**config.mk**
```make
export PLATFORM = sky130hd
export DESIGN_NAME = cluster_count_pipe
export DESIGN_NICKNAME = d
export VERILOG_FILES = /design/src/rtl/cluster_count_pkg.sv /design/src/rtl/cluster_count_adder_level.sv /design/src/rtl/cluster_count_pipe.sv
export SDC_FILE = /design/constraint.sdc
export NUM_CORES = 2
export LEC_CHECK = 0
export CORE_AREA = 2 2 614 616
export CTS_CLUSTER_SIZE = 28
export DETAILED_ROUTE_END_ITERATION = 8
export DIE_AREA = 0 0 616 618
export PLACE_DENSITY_LB_ADDON = 0.25
export SETUP_SLACK_MARGIN = 0.1
export SLEW_MARGIN = 10
export SYNTH_ARGS = -nofsm -noshare
export SYNTH_HDL_FRONTEND = slang
export SYNTH_SLANG_ARGS = --single-unit
```
**constraint.sdc**
```tcl
create_clock -name clock -period 2.82 [get_ports clock]
set_input_delay 0.423 -clock clock [delete_from_list [all_inputs] [get_ports clock]]
set_output_delay 0.423 -clock clock [all_outputs]
set_load 0.05 [all_outputs]
```
**src/rtl/cluster_count_pkg.sv**
```systemverilog
// cluster_count_pkg: shared helpers for the VPF population-count pipeline.
package cluster_count_pkg;

    localparam int MAX_GROUP = 8;

    function automatic int clog2(input int n);
        int r;
        r = 0;
        for (int i = 0; i < 31; i++)
            if ((1 << i) < n) r = i + 1;
        return r;
    endfunction

    function automatic logic [3:0] count1s(input logic [MAX_GROUP-1:0] v);
        logic [3:0] c;
        c = '0;
        for (int i = 0; i < MAX_GROUP; i++)
            c = c + 4'(v[i]);
        return c;
    endfunction

    // Cycles from sampling vpfs_i to the edge after which cnt_o shows it, plus one.
    function automatic int lat_calc(input int size, input int group);
        return 3 + clog2((size + group - 1) / group);
    endfunction

endpackage

```
**src/rtl/cluster_count_adder_level.sv**
```systemverilog
// cluster_count_adder_level: one registered pairwise-sum level of the popcount tree.
module cluster_count_adder_level
    import cluster_count_pkg::*;
#(
    parameter int N_IN  = 2,
    parameter int W_IN  = 4,
    parameter int W_OUT = W_IN + 1
) (
    input  logic                          clock,
    input  logic                          reset_n,
    input  logic [N_IN*W_IN-1:0]          i_data,
    output logic [((N_IN+1)/2)*W_OUT-1:0] o_data
);
    localparam int N_OUT = (N_IN + 1) / 2;

    logic [N_OUT*W_OUT-1:0] w_sum;
    logic [N_OUT*W_OUT-1:0] r_sum;

    // An odd leftover element rides through the level unchanged.
    always_comb begin
        w_sum = '0;
        for (int i = 0; i < N_IN / 2; i++)
            w_sum[i*W_OUT +: W_OUT] = W_OUT'(i_data[2*i*W_IN +: W_IN])
                                    + W_OUT'(i_data[(2*i+1)*W_IN +: W_IN]);
        if (N_IN % 2 == 1)
            w_sum[(N_OUT-1)*W_OUT +: W_OUT] = W_OUT'(i_data[(N_IN-1)*W_IN +: W_IN]);
    end

    always_ff @(posedge clock or negedge reset_n) begin
        if (!reset_n) r_sum <= '0;
        else          r_sum <= w_sum;
    end

    assign o_data = r_sum;

endmodule

```
**src/rtl/cluster_count_pipe.sv**
```systemverilog
// cluster_count_pipe: pipelined VPF popcount with overflow flag, stretcher,
// peak tracker and saturating overflow-event counter.
module cluster_count_pipe
    import cluster_count_pkg::*;
#(
    parameter int SIZE  = 1536,
    parameter int GROUP = 6,
    parameter int HOLD  = 4,
    parameter int EVT_W = 16,
    parameter int CNT_W = clog2(SIZE + 1)
) (
    input  logic             clock,
    input  logic             reset_n,
    input  logic [SIZE-1:0]  vpfs_i,
    input  logic             valid_i,
    input  logic [CNT_W-1:0] thresh_i,
    input  logic             peak_clr_i,
    input  logic             evt_clr_i,
    output logic [CNT_W-1:0] cnt_o,
    output logic             valid_o,
    output logic             overflow_o,
    output logic             overflow_hold_o,
    output logic [CNT_W-1:0] peak_o,
    output logic [EVT_W-1:0] evt_cnt_o
);
    localparam int NG   = (SIZE + GROUP - 1) / GROUP;
    localparam int TREE = clog2(NG);
    localparam int GW   = clog2(GROUP + 1);
    localparam int W0   = GW < CNT_W ? GW : CNT_W;
    localparam int HW   = clog2(HOLD + 1);

    // Input copy kept private so it is never shared with cluster-finder registers.
    (* keep = "true", shreg_extract = "no" *) logic [SIZE-1:0] r_vpfs;
    logic [TREE+1:0]     r_vld;
    logic [NG*GROUP-1:0] w_pad;
    logic [NG*W0-1:0]    w_grp;
    logic [NG*W0-1:0]    r_grp;
    logic [CNT_W-1:0]    w_sum;
    logic                w_vld;
    logic                w_ovf;
    logic [HW-1:0]       r_hold;

    always_comb begin
        w_pad = '0;
        w_pad[SIZE-1:0] = r_vpfs;
    end

    always_comb begin
        w_grp = '0;
        for (int g = 0; g < NG; g++)
            w_grp[g*W0 +: W0] = W0'(count1s(MAX_GROUP'(w_pad[g*GROUP +: GROUP])));
    end

    always_ff @(posedge clock or negedge reset_n) begin
        if (!reset_n) begin
            r_vpfs <= '0;
            r_grp  <= '0;
            r_vld  <= '0;
        end else begin
            r_vpfs <= vpfs_i;
            r_grp  <= w_grp;
            r_vld  <= {r_vld[TREE:0], valid_i};
        end
    end

    // Each level grows one bit until the full count width is reached.
    for (genvar l = 0; l < TREE; l++) begin : g_lvl
        localparam int NI = (NG + (1 << l) - 1) >> l;
        localparam int WI = W0 + l < CNT_W ? W0 + l : CNT_W;
        localparam int WO = WI + 1 < CNT_W ? WI + 1 : CNT_W;
        logic [NI*WI-1:0]         w_in;
        logic [((NI+1)/2)*WO-1:0] w_out;
        if (l == 0) begin : g_first
            assign w_in = r_grp;
        end else begin : g_next
            assign w_in = g_lvl[l-1].w_out;
        end
        cluster_count_adder_level #(
            .N_IN (NI),
            .W_IN (WI),
            .W_OUT(WO)
        ) u_lvl (
            .clock  (clock),
            .reset_n(reset_n),
            .i_data (w_in),
            .o_data (w_out)
        );
    end

    if (TREE == 0) begin : g_flat
        assign w_sum = r_grp;
    end else begin : g_tree
        assign w_sum = g_lvl[TREE-1].w_out;
    end

    assign w_vld = r_vld[TREE+1];
    assign w_ovf = w_vld && (w_sum > thresh_i);

    always_ff @(posedge clock or negedge reset_n) begin
        if (!reset_n) begin
            cnt_o           <= '0;
            valid_o         <= 1'b0;
            overflow_o      <= 1'b0;
            overflow_hold_o <= 1'b0;
            r_hold          <= '0;
            peak_o          <= '0;
            evt_cnt_o       <= '0;
        end else begin
            cnt_o           <= w_sum;
            valid_o         <= w_vld;
            overflow_o      <= w_ovf;
            overflow_hold_o <= w_ovf || (r_hold != '0);
            r_hold          <= w_ovf ? HW'(HOLD) : (r_hold != '0 ? r_hold - 1'b1 : r_hold);
            if (peak_clr_i)
                peak_o <= w_vld ? w_sum : '0;
            else if (w_vld && w_sum > peak_o)
                peak_o <= w_sum;
            if (evt_clr_i)
                evt_cnt_o <= EVT_W'(w_ovf);
            else if (w_ovf && evt_cnt_o != '1)
                evt_cnt_o <= evt_cnt_o + 1'b1;
        end
    end

endmodule

```
Yosys cells after proc, flatten, opt, wreduce, memory -nomap -nowiden
Index checks and enable logic that the tools add are counted.

cells by class
  mux-type cells = 7
  equality and inequality tests = 1
  reductions and logical operators = 8
  $lt $le $gt $ge = 2
  $add $sub $neg = 1,537

operators by type and width
  cell                   count
  $add 3x1->3            768
  $add 2x1->3            256
  $add 1x1->2            256
  $add 3x3->4            128
  $add 4x4->5            64
  $add 5x5->6            32
  $add 6x6->7            16
  $add 7x7->8            8
  $add 8x8->9            4
  $mux 11                3
  $mux 16                2
  $gt 11x11->1           2
  $add 9x9->10           2
  $add 16x1->16 const B  1
  $ne 16x16->1 const B   1
  $add 10x10->11         1
  $mux 3                 2
  $reduce_bool 2->1      3
  $logic_and 1x1->1      3
  $reduce_bool 3->1      1
  $sub 3x1->3 const B    1
  $logic_or 1x1->1       1

storage, ports and cells
  output and inout port bits = 41
  bits of input ports = 1,552
  register bits = 3,625

Logic depth before layout (Yosys ltp)
  depth in word-level cells = 5
  gate-level depth with buffers = 9
  depth with buffers taken out = 9

Hierarchy
Synthesis repeated with hierarchy kept, for this count alone.

unflattened totals
  cells, all modules = 9,887
  area total of the unflattened synthesis = 148,338.5 um^2

by module, submodules not included
  module                                      area each (um^2)  instances  cells each  seq. area each (um^2)
  cluster_count_pipe                          83,777.8          1          4,873       59,006.6
  cluster_count_adder_level (g_lvl[0].u_lvl)  23,692.7          1          1,704       12,812.3
  cluster_count_adder_level (g_lvl[1].u_lvl)  16,490.8          1          1,274       8,007.7
  cluster_count_adder_level (g_lvl[2].u_lvl)  10,097.2          1          778         4,804.6
  cluster_count_adder_level (g_lvl[3].u_lvl)  6,451.2           1          552         2,802.7
  cluster_count_adder_level (g_lvl[4].u_lvl)  3,826.2           1          360         1,601.5
  cluster_count_adder_level (g_lvl[5].u_lvl)  2,078.2           1          175         900.9
  cluster_count_adder_level (g_lvl[6].u_lvl)  1,221.2           1          106         500.5
  cluster_count_adder_level (g_lvl[7].u_lvl)  703.2             1          65          275.3

Worst setup path after synthesis
Ideal clock, no wire load.

  path kind = reg2reg
  start = register peak_o[1]
  end = register peak_o[2]
  path buffers = 1
  cell stages (with the launch flop) = 10
  path slack = 453 ps
  arrival time = 2,233 ps
  library setup time = 135 ps
  cell sequence = dfrtp_1 -> inv_1 -> ha_1 -> nor2b_1 -> o21ai_0 -> a211oi_1 -> o41ai_1 -> buf_2 -> mux2i_1 -> o21ai_0

between the ends
  word-level cells in the longest chain between the ends = 3

RTL lines
  element                             RTL line                   RTL
  start: declaration                  cluster_count_pipe.sv:23   output logic [CNT_W-1:0] peak_o,
  start signal: assignment            cluster_count_pipe.sv:115  peak_o <= w_vld ? w_sum : '0;
  start signal: assignment            cluster_count_pipe.sv:117  peak_o <= w_sum;
  $gt 11x11->1                        cluster_count_pipe.sv:116  else if (w_vld && w_sum > peak_o)
  $logic_and 1x1->1                   cluster_count_pipe.sv:116
  $reduce_bool 2->1 (no source line)  -

No other way between the ends.
A chain may end at the register's enable or synchronous reset.

Final worst setup path
  start = register cnt_o[6]
  end = output cnt_o[6]

RTL lines
  element                   RTL line                   RTL
  start: declaration        cluster_count_pipe.sv:19   output logic [CNT_W-1:0] cnt_o,
  start signal: assignment  cluster_count_pipe.sv:109  cnt_o <= w_sum;

No word-level cell between the ends.

==> flow_summary.ini <==
[setup_path]
rrSetupSlack_ps = 220
r2r_start = g_lvl[7].u_lvl.o_data[5]
required_ps = 2400
critPathMaxFanout = 1
critPathMaxStageDelay_ps = 870
start_kind = register
r2r-end = evt_cnt_o[15]
crit_family = buffers and inverters
cp.arrival_ps = 2210
cp-end-kind = output port
cp_num_buf_inv = 1
reg2reg_depth = 8
crit_type = register to output port
crit_chain = clkdlybuf4s50_1
slowest_stage = clkdlybuf4s50_1

[timing]
hold_ws_ps = 41.81
tightestPinTransition_ps = 872.7
fmax_mhz = 380.3
setup_viol = 0
fin_crit_sh = 0.9325
maxSlewHeadroom = 0.4140
timing.final.ws_setup_ps = 190.4
skew_ps = 48.54
hold_violations = 0
finalCriticalPeriod_ps = 2630
maxSlewViolCount = 0
rsz0062_at_grt = false

[grt]
first_global_vias = 99434
grt.total_usage = 0.1995
grt_pass1_wl_um = 577700
top_usage_layer = met2
globalRouteMet1Util = 0.2384
grt_use_met2 = 0.3633
grtUsageMet3 = 0.03325
grt_max_degree = 136
grt_overflow = 0
antenna_found_initial = 95

[synth]
async_reset_ff_frac = 1.000
synth_top_area_frac = 0.6086
yosys-top-cells-area = dfrtp_1 (61%), fa_1 (14%), ha_1 (11%)
avgSynthCellArea_um2 = 14.65
synth-edff-count = 0
syn_area_um2 = 149000
ys_warn_count = 0
syn_nets = 14042
ys_ff_latch = 3625
synth_cells = 10174
ys_seq_area_frac = 0.6086
dominantRegCellSynth = dfrtp_1
synth_area_leader_cell = dfrtp_1
synthDistinctLibCells = 49

[finish]
finalNetCount = 17694
area_delta_synth_final_pct = 35.41
layout-drive-gt1-share = 0.05679
fin_util = 0.5394

[floorplan]
initial_core_util = 0.3984
die_x_um = 616
die_area_um2 = 380700
row_count = 225
ios = 1593
fp.dieH_um = 618
design.core.area_um2 = 374100

[routing]
antenna_left = 0
drc_errors = 0
wl_per_cell_um = 19.33
via_per_inst = 4.371
routed_wl_um = 371200
drtIter0Drc = 3529
dr.pass1.iters = 5
num_vias = 83926

[clock_network]
clk_pin_slew_ps = 60
ctsRootBufferMaster = clkbuf_16
cts_tree = built
clock_sinks = 3625
htree_levels = 5
insertion_delay_ps = 930
post_cts_buffers = 0
cts_made_buffers = 394
clock_path_buffers = 4

[status]
status = finished, final reports clean

[worst_hold_path]
hp-class = input port to asynchronous set/reset pin

[placed_design]
gp_congestion = 0.8754
hpwlAfterDp_um = 277100
portBuffers = 1592
pre_cts_slack_ps = -451.6

[power_and_ir_drop]
leakage_uw = 0.09982
worst_ir_drop_vdd_v = 0.0005230
p_total_uw = 192500
pwr_density_cell_nw_per_um2 = 954.0

[flow_run]
cap_violations = 0
-- layout make-up --
type | count | area, um2
diodes | 68 | 170.2
clock buffers | 566 | 11500
clock inverters | 143 | 1887
fillers | 29603 | 172300
inverters | 2409 | 9042
multi-input cells | 4133 | 49320
flip-flops and latches | 3625 | 90710
well taps | 4994 | 6248
repair buffers | 3263 | 32940
-- logic make-up (layout without fill, tap and decap cells) --
family,after synthesis,count (layout),share of synthesized area
other,0,68,0
AOI/OAI and AO/OA,922,922,0.04000
muxes,10,10,0.0006800
buffers and inverters,2416,6381,0.06086
xor gates and xnor gates,506,506,0.02973
and+or+nand+nor,379,379,0.01414
adders and majority gates,2316,2316,0.2460
DFF,3625,3625,0.6086
-- registers in the layout (all words and copies together) (netlist names) --
register / flops
cnt_o: 11
evt_cnt_o: 16
g_lvl.u_lvl.o_data: 1267
g_lvl.w_in: 768
overflow_hold_o: 1
overflow_o: 1
peak_o: 11
r_hold: 3
r_vld: 10
r_vpfs: 1536
valid_o: 1
-- metrics by stage --
step | cells | instance area (um2) | setup TNS, ps
after global placement | 16905 | 173000 | -6965
after global routing | 19190 | 201800 | 0
after floorplan | 10174 | 149000 | 0
after detailed placement | 16905 | 173000 | -6159
after CTS | 19132 | 201600 | 0
final | 19201 | 201800 | 0
-- synthesized netlist by cell type, types with 5 or more instances --
master       n
ha_1      1293
xor2_1      17
nor2_1      61
inv_1     2409
o21a_1       9
nand4_1      5
a21boi_0     5
nor2b_1    112
nor3b_1      6
nand3_1     13
o41ai_1     10
nand2_1     45
xnor2_1    489
dfrtp_1   3625
nor3_1      17
fa_1      1023
o21bai_1    34
mux2i_1      9
nand2b_1   102
a21oi_1    237
a21o_1     456
o21ai_0    153
-- how the worst max path moves through the flow --
| stage | slack, ps | start | depth (start not counted) | to |
|---|---|---|---|---|
| floorplan | 450 | peak_o[1] | 9 | peak_o[2] |
| global placement | -480 | thresh_i[5] | 10 | evt_cnt_o[15] |
| detailed placement | -450 | thresh_i[4] | 12 | r_hold[1] |
| CTS | 110 | cnt_o[6] | 1 | cnt_o[6] |
| global route | 60 | g_lvl[7].u_lvl.o_data[4] | 10 | r_hold[1] |
| finish | 190 | cnt_o[6] | 1 | cnt_o[6] |
-- routing by layer --
layer,routed length [um],vias up
met2,197100,1759
met4,12980,32
met5,215,-
met3,15250,727
li1,-,38365
met1,145600,43043
-- power by group --
group | total [uW] | switching, uW | internal (uW)
clock network | 52800 | 21400 | 31400
registers | 74400 | 7640 | 66800
logic | 65300 | 34200 | 31200
total | 193000 | 63200 | 129000
-- placed cells by master (no fill, tap or decap), types with 102 or more instances in the layout --
master           instances
o21ai_0                153
inv_1                 2409
dlygate4sd3_1         1519
buf_4                  104
ha_1                  1291
fa_1                  1023
a21o_1                 456
clkbuf_16              401
dfrtp_1               3625
clkdlybuf4s50_1       1564
nor2b_1                112
a21oi_1                237
nand2b_1               102
xnor2_1                489
-- timing repair --
| item | CTS | global route |
|---|---|---|
| hold buffers | 1518 | 1 |
| endpoints found under the hold margin | 1804 | 1 |
| gates cloned | 0 | 0 |
| pin swaps | 0 | 1 |
| gates resized for setup | 20 | 7 |
| endpoints found under the setup margin | 20 | 9 |
Power figures use the tool's default switching activity.
